**src/rtl/mem_ctrl_pkg.sv**
```systemverilog
// Shared types for the RAM port arbiter: FSM states, port/strobe widths
// and the byte-lane merge used by read-modify-write stores.
package mem_ctrl_pkg;

  localparam int NUM_PORTS = 2;
  localparam int STRB_W    = 4;

  typedef enum logic [2:0] {
    S_IDLE,
    S_READ,
    S_WRITE,
    S_RMW_RD,
    S_RMW_WR
  } state_t;

  function automatic logic [31:0] merge_bytes(
    input logic [31:0]       old_w,
    input logic [31:0]       new_w,
    input logic [STRB_W-1:0] strb
  );
    logic [31:0] r;
    for (int i = 0; i < STRB_W; i++) begin
      r[8*i +: 8] = strb[i] ? new_w[8*i +: 8] : old_w[8*i +: 8];
    end
    return r;
  endfunction

endpackage

```
**src/rtl/rr_arbiter2.sv**
```systemverilog
// Two-way round-robin arbiter. Ports: clk, rst (sync, active high),
// req[1:0] in, advance in (commit the current grant), grant[1:0] out (one-hot).
module rr_arbiter2
  import mem_ctrl_pkg::*;
(
  input  logic                 clk,
  input  logic                 rst,
  input  logic [NUM_PORTS-1:0] req,
  input  logic                 advance,
  output logic [NUM_PORTS-1:0] grant
);

  logic last_grant;

  always_comb begin
    grant = '0;
    unique case (req)
      2'b01:   grant = 2'b01;
      2'b10:   grant = 2'b10;
      2'b11:   grant = last_grant ? 2'b01 : 2'b10;
      default: grant = '0;
    endcase
  end

  always_ff @(posedge clk) begin
    if (rst) begin
      last_grant <= 1'b1;
    end else if (advance) begin
      last_grant <= grant[1];
    end
  end

endmodule

```
**src/rtl/ram_port_arbiter.sv**
```systemverilog
// Shares one single-port RAM between two requesters; partial stores use RMW.
// Ports: clk, rst; req_valid/ready/we/addr/wdata/wstrb per port; rsp_valid, rsp_rdata; ram_re/we/addr/wd/rd.
module ram_port_arbiter
  import mem_ctrl_pkg::*;
#(
  parameter int WORDS = 1024
) (
  input  logic                             clk,
  input  logic                             rst,
  input  logic [NUM_PORTS-1:0]             req_valid,
  output logic [NUM_PORTS-1:0]             req_ready,
  input  logic [NUM_PORTS-1:0]             req_we,
  input  logic [NUM_PORTS-1:0][29:0]       req_addr,
  input  logic [NUM_PORTS-1:0][31:0]       req_wdata,
  input  logic [NUM_PORTS-1:0][STRB_W-1:0] req_wstrb,
  output logic [NUM_PORTS-1:0]             rsp_valid,
  output logic [31:0]                      rsp_rdata,
  output logic                             ram_re,
  output logic                             ram_we,
  output logic [29:0]                      ram_addr,
  output logic [31:0]                      ram_wd,
  input  logic [31:0]                      ram_rd
);

  state_t state, state_n;

  logic [NUM_PORTS-1:0] grant;
  logic [NUM_PORTS-1:0] rsp_n;
  logic                 hs;
  logic                 g;
  logic                 owner;
  logic [31:0]          wdata_q;
  logic [STRB_W-1:0]    wstrb_q;

  logic              sel_we;
  logic [29:0]       sel_addr;
  logic [31:0]       sel_wdata;
  logic [STRB_W-1:0] sel_strb;

  rr_arbiter2 u_arb (
    .clk     (clk),
    .rst     (rst),
    .req     (req_valid),
    .advance (hs),
    .grant   (grant)
  );

  assign g         = grant[1];
  assign sel_we    = req_we[g];
  assign sel_addr  = req_addr[g];
  assign sel_wdata = req_wdata[g];
  assign sel_strb  = req_wstrb[g];

  always_comb begin
    state_n   = state;
    req_ready = '0;
    rsp_n     = '0;
    ram_re    = 1'b0;
    ram_we    = 1'b0;
    hs        = 1'b0;
    unique case (state)
      S_IDLE: begin
        if (!rst && grant != '0) begin
          hs        = 1'b1;
          req_ready = grant;
          if (!sel_we) begin
            state_n = S_READ;
          end else if (sel_strb == 4'hF) begin
            state_n = S_WRITE;
          end else if (sel_strb == 4'h0) begin
            // nothing to store: acknowledge without touching the RAM
            rsp_n = grant;
          end else begin
            state_n = S_RMW_RD;
          end
        end
      end
      S_READ: begin
        ram_re  = 1'b1;
        state_n = S_IDLE;
        rsp_n   = owner ? 2'b10 : 2'b01;
      end
      S_WRITE: begin
        ram_we  = 1'b1;
        state_n = S_IDLE;
        rsp_n   = owner ? 2'b10 : 2'b01;
      end
      S_RMW_RD: begin
        ram_re  = 1'b1;
        state_n = S_RMW_WR;
      end
      S_RMW_WR: begin
        ram_we  = 1'b1;
        state_n = S_IDLE;
        rsp_n   = owner ? 2'b10 : 2'b01;
      end
      default: state_n = S_IDLE;
    endcase
  end

  always_ff @(posedge clk) begin
    if (rst) begin
      state     <= S_IDLE;
      rsp_valid <= '0;
      rsp_rdata <= '0;
      ram_addr  <= '0;
      ram_wd    <= '0;
      owner     <= 1'b0;
      wdata_q   <= '0;
      wstrb_q   <= '0;
    end else begin
      state     <= state_n;
      rsp_valid <= rsp_n;
      if (hs) begin
        owner   <= g;
        wdata_q <= sel_wdata;
        wstrb_q <= sel_strb;
        // ram_addr/ram_wd double as the access latches; keep them
        // untouched when no RAM access follows.
        if (!sel_we || sel_strb != 4'h0) begin
          ram_addr <= sel_addr;
        end
        if (sel_we && sel_strb == 4'hF) begin
          ram_wd <= sel_wdata;
        end
      end
      if (state == S_READ) begin
        rsp_rdata <= ram_rd;
      end
      if (state == S_RMW_RD) begin
        ram_wd <= merge_bytes(ram_rd, wdata_q, wstrb_q);
      end
    end
  end

endmodule
```
**config.mk**
```make
export PLATFORM = sky130hd
export DESIGN_NAME = ram_port_arbiter
export DESIGN_NICKNAME = d
export VERILOG_FILES = /design/src/rtl/mem_ctrl_pkg.sv /design/src/rtl/rr_arbiter2.sv /design/src/rtl/ram_port_arbiter.sv
export SDC_FILE = /design/constraint.sdc
export NUM_CORES = 1
export LEC_CHECK = 0
export CORE_UTILIZATION = 48
export CTS_BUF_LIST = sky130_fd_sc_hd__clkbuf_2
export CTS_CLUSTER_DIAMETER = 150
export DETAILED_ROUTE_END_ITERATION = 16
export MAX_ROUTING_LAYER = met4
export PLACE_DENSITY = 0.89
export REMOVE_ABC_BUFFERS = 1
export SLEW_MARGIN = 30
export SYNTH_ARGS = -nofsm -noshare
export SYNTH_HDL_FRONTEND = slang
export SYNTH_HIERARCHICAL = 1
export SYNTH_SLANG_ARGS = --single-unit
export TNS_END_PERCENT = 20
```
**constraint.sdc**
```tcl
create_clock -name clk -period 3.7 [get_ports clk]
set_input_delay 0.37 -clock clk [delete_from_list [all_inputs] [get_ports clk]]
set_output_delay 0.37 -clock clk [all_outputs]
set_load 0.1 [all_outputs]
```
### Word-level counts from Yosys, hierarchy flattened

Index checks and enable logic that the tools add are counted.

| cells by class | value |
|---|---|
| magnitude comparators | 1 |
| equal/unequal tests | 10 |
| muxes and demuxes | 34 |
| reductions and logical operators | 17 |

Operators with widths:

| cell | count |
|---|---|
| $mux W32 | 5 |
| $mux W30 | 2 |
| $mux W8 | 4 |
| $mux W2 | 8 |
| $mux W3 | 4 |
| $mux W4 | 2 |
| $eq A3 B2 Y1 const B | 2 |
| $mux W1 | 6 |
| $pmux W2 S3 | 1 |
| $pmux W3 S2 | 1 |
| $reduce_and A2 Y1 | 3 |
| $reduce_bool A2 Y1 | 3 |
| $eq A2 B2 Y1 const B | 2 |
| $eq A4 B4 Y1 const B | 1 |
| $logic_not A4 Y1 | 1 |
| $ne A4 B4 Y1 const B | 1 |
| $pmux W2 S2 | 1 |
| $reduce_bool A4 Y1 | 1 |
| $reduce_or A2 Y1 | 2 |
| $eq A3 B1 Y1 const B | 1 |
| $eq A3 B3 Y1 const B | 1 |
| $logic_not A3 Y1 | 1 |
| $reduce_or A3 Y1 | 1 |
| $eq A2 B1 Y1 const B | 1 |
| 5 further kinds | 7 |

| storage, ports and cells | value |
|---|---|
| register bits after elaboration | 137 |
| logic and storage cells | 71 |

### Logic depth before layout (Yosys ltp)

| logic depth | value |
|---|---|
| depth in word-level cells | 10 |
| depth in mapped cells | 10 |

### Cells and area by module

Netlist, hierarchy kept.

Modules (own cells, without submodules):

| module | times used | cells each | area each (um2) | seq. area each (um2) |
|---|---|---|---|---|
| ram_port_arbiter | 1 | 678 | 6,382.4 | 2,722.6 |
| rr_arbiter2 | 1 | 6 | 53.8 | 20.0 |

### Worst setup path before layout

OpenSTA, ideal clock, no wires.

| timing | value |
|---|---|
| kind | register -> output |
| from | register state[1] |
| to | output port req_ready[0] |
| data arrival time | 2.859 ns |
| setup slack | 0.471 ns |
| stages on the path, launching flop included | 8 |
| path buffers | 4 |
| path through | dfxtp_1 buf_6 or3_4 or3_1 buf_2 buf_2 buf_1 nor2_1 |

| between the ends | value |
|---|---|
| cells in the longest elaborated chain, start to end | 2 |

Ends and longest elaborated chain:

| item | RTL line | RTL |
|---|---|---|
| start: declaration | ram_port_arbiter.sv:25 | `state_t state, state_n;` |
| start signal: assignment | ram_port_arbiter.sv:112 | `state <= state_n;` |
| $logic_not A3 Y1 | ram_port_arbiter.sv:61 | `unique case (state)` |
| $mux W2 | ram_port_arbiter.sv:61 |  |
| end: declaration | ram_port_arbiter.sv:11 | `output logic [NUM_PORTS-1:0] req_ready,` |

No other way between the ends.

### Worst setup path in the final report

Ends and elaborated chain as after synthesis.

==> results by group <==
Run status
  – Outcome: completed

STA
  – Hold Fails Final Rpt: 0
  – Max-slew violations: 0
  – Final WS setup: 0.5428 ns
  – Clock Skews: 0.02459 ns
  – Worst Max-Slew Pin Slew: 1.053 ns
  – Tcrit/Tclk final: 0.8533
  – Worst slew margin: 0.2957
  – Setup violations, final: 0
  – Setup_tns: 0 ns
  – Post-layout min period: 3.157 ns
  – WHS: 0.1659 ns
  – Unrepaired setup endpoints after global routing: no
  – Fmax: 316.7 MHz

Critical path
  – Worst Path Required: 3.33 ns
  – Critical path class: flop to primary output
  – R2r setup slk: 1.28 ns
  – Worst r2r path cells: 6
  – CP max FO: 40
  – Arrival time worst endpoint: 2.79 ns
  – Crit. End Element: primary output
  – Cell Chain, Critical Path: or3_4, or3_2, buf_4, nor2_1, buf_12
  – Worst Setup Start Kind: flop
  – Critical R2R Launch: state[1]$_SDFFE_PP0P_
  – Reg2reg end: ram_wd[30]$_SDFFE_PP0P_
  – Max incr delay on CP: 0.51 ns
  – Slowest CP cell: or3_2

Clock network
  – Hold-fix buffers, CTS: 0
  – CTS Buffer Depth: 2
  – Clock slew at the register clock pins of the worst setup and hold paths: 0.19 ns
  – Cts bufs inserted: 17
  – H-tree Lvls: 4
  – Clk Tree Root Cell: clkbuf_2
  – Post_cts resized: 0
  – CTS sink count: 137
  – CTS tree: yes
  – Skew-Pair Late Insertion Delay: 0.73 ns
  – Setup bufs post-CTS: 0

Floorplanning
  – Die W: 117.8 um
  – Die area: 0.01388 mm^2
  – Die Y-Extent: 117.8 um
  – Boundary Pins: 270
  – Initial core utilization: 0.5019
  – Row count: 41
  – Core Box Area: 0.01282 mm^2

Detailed routing
  – DRC violation total after the first TritonRoute iteration: 365
  – Avg Vias per Cell: 5.524
  – TritonRoute pass-1 iters: 5
  – DRC: 0
  – Routed len/inst: 17.43 um
  – Metal2 WL: 9.315 mm
  – Wl on met1: 8.204 mm
  – DR top layer: met4
  – Routed WL: 19.17 mm
  – Routed Antenna Nets: 0
  – Met3 Wirelength: 1.336 mm
  – Routed vias: 6,076

Global routing
  – Gr usage total: 0.2893
  – Remaining Overflow, GRT: 0
  – Vias in the first global route: 5,898
  – Initial antenna violation count: 1
  – First-pass GRT wire length: 30.78 mm
  – Largest net degree at the start of global routing: 80

Placed design
  – Setup WS pre-CTS: 0.8558 ns
  – Port buffer count: 269
  – Post-placement cell count: 1,066
  – Final HPWL DP: 13.04 mm
  – RePlAce Congestion: 0.8194

Worst hold path
  – Hold EP: rsp_rdata[2]$_SDFFE_PP0P_
  – Critical hold path startpoint: rst
  – Hold Crit Depth: 2
  – Worst hold path class: primary input to flop

Layout
  – Layout fillers: 984
  – P&R area growth vs syn: 45.33%
  – Layout cells sized above 1: 0.08091
  – Non-Filler Instances: 1,100
  – Register Area: 0.002743 mm^2
  – Nets: 1,084
  – Multi-input gate area in the final layout: 0.003425 mm^2

Yosys
  – Synth top area share: 0.4261
  – Sequential area share after synthesis: 0.4261
  – Syn_area_per_cell: 9.410 um^2
  – Post-synthesis instance area: 0.006436 mm^2
  – #FFs+latches synth: 137
  – Largest cells by area after synthesis: dfxtp_1, mux2i_1, nand2_1
  – Commonest cells post-synth: dfxtp_1, mux2i_1, nand2_1
  – Synth cell types: 39
  – EDFF count, synth: 0
  – Yosys warns: 6
  – Post-synth ARST share: 0
  – Largest area contributor in the netlist: dfxtp_1
  – Cells after Synth: 684
  – Most frequent cell after synthesis: dfxtp_1
  – Predominant post-synthesis flop cell: dfxtp_1

Power
  – LEAKAGE: 3.482 nW
  – Pwr/cell area: 408.3 mW/mm^2
  – Power Total: 3.820 mW
  – Maximum VDD drop: 258.9 uV

Run
  – Max-Cap Viols: 0
-- worst max path at each step --
stage	start	endpoint	slack, ns
after CTS	u_arb/last_grant$_SDFFE_PP1P_	req_ready[0]	0.48
after detailed placement	req_valid[0]	ram_wd[30]$_SDFFE_PP0P_	0.86
after global placement	req_valid[0]	req_ready[0]	0.89
after global routing	u_arb/last_grant$_SDFFE_PP1P_	req_ready[0]	0.29
final	state[1]$_SDFFE_PP0P_	req_ready[0]	0.54
after floorplan	req_valid[1]	ram_wd[30]$_SDFFE_PP0P_	-4.44
-- report_power, final --
group          total (mW)  internal (mW)  switching, mW
combinational        1.43          0.492          0.936
clock               0.699          0.171          0.529
sequential           1.69           1.61         0.0866
total                3.82           2.27           1.55
-- registers in the layout, indices dropped and copies added, names as in the netlist --
| signal | cells |
|---|---|
| owner | 1 |
| ram_addr | 30 |
| ram_wd | 32 |
| rsp_rdata | 32 |
| rsp_valid | 2 |
| state | 3 |
| u_arb/last_grant | 1 |
| wdata_q | 32 |
| wstrb_q | 4 |
-- area by class of cell --
type	count	area share
multi-input cells	478	0.3661
repair buffers	277	0.2983
flip-flops and latches	137	0.2932
well taps	172	0.02301
clock buffers	21	0.01124
clock inverters	11	0.006153
inverters	3	0.001739
diodes	1	0.0002675
-- placed cells by master, fill, tap and decap left out, drive strengths merged, types with 2 or more instances in the layout --
cell / instances
clkdlybuf4s50: 266
dfxtp: 137
mux2i: 105
nand2: 91
a21oi: 40
o2bb2ai: 36
nand3: 34
nand2b: 32
nand3b: 26
mux2: 25
nor3: 25
o221ai: 25
clkbuf: 21
buf: 11
clkinv: 9
o311a: 7
nor2: 7
clkinvlp: 3
nor2b: 3
o21ai: 3
inv: 2
and2: 2
nor4: 2
and3: 2
or3: 2
a21boi: 2
-- critical path, delay by kind of cell, from the launching register on --
kind / cells / cell delay, ns
and+or+nand+nor: 3 / 1.13
buffers and inverters: 2 / 0.51
DFF: 1 / 0.44
-- through the flow --
stage                     utilization  area [um^2]
after floorplan                     -         6135
after global placement         0.7140         9156
after detailed placement       0.7141         9159
after CTS                      0.7268         9321
after global routing           0.7294         9354
final                          0.7294         9354
-- metal layers --
metal	GRT usage	vias to the layer above
met5	-	-
met4	0.09936	0
met3	0.07364	24
met2	0.4665	219
met1	0.3504	2895
li1	-	2938
-- cell families after synthesis --
logic type / after synthesis / synth area share
compound gates: 117 / 0.1353
xor+xnor: 1 / 0.001361
buf+inv: 69 / 0.04938
flops: 137 / 0.4261
mux: 130 / 0.2070
simple gates: 230 / 0.1808
No activity file was read; power rests on OpenSTA's default activity.
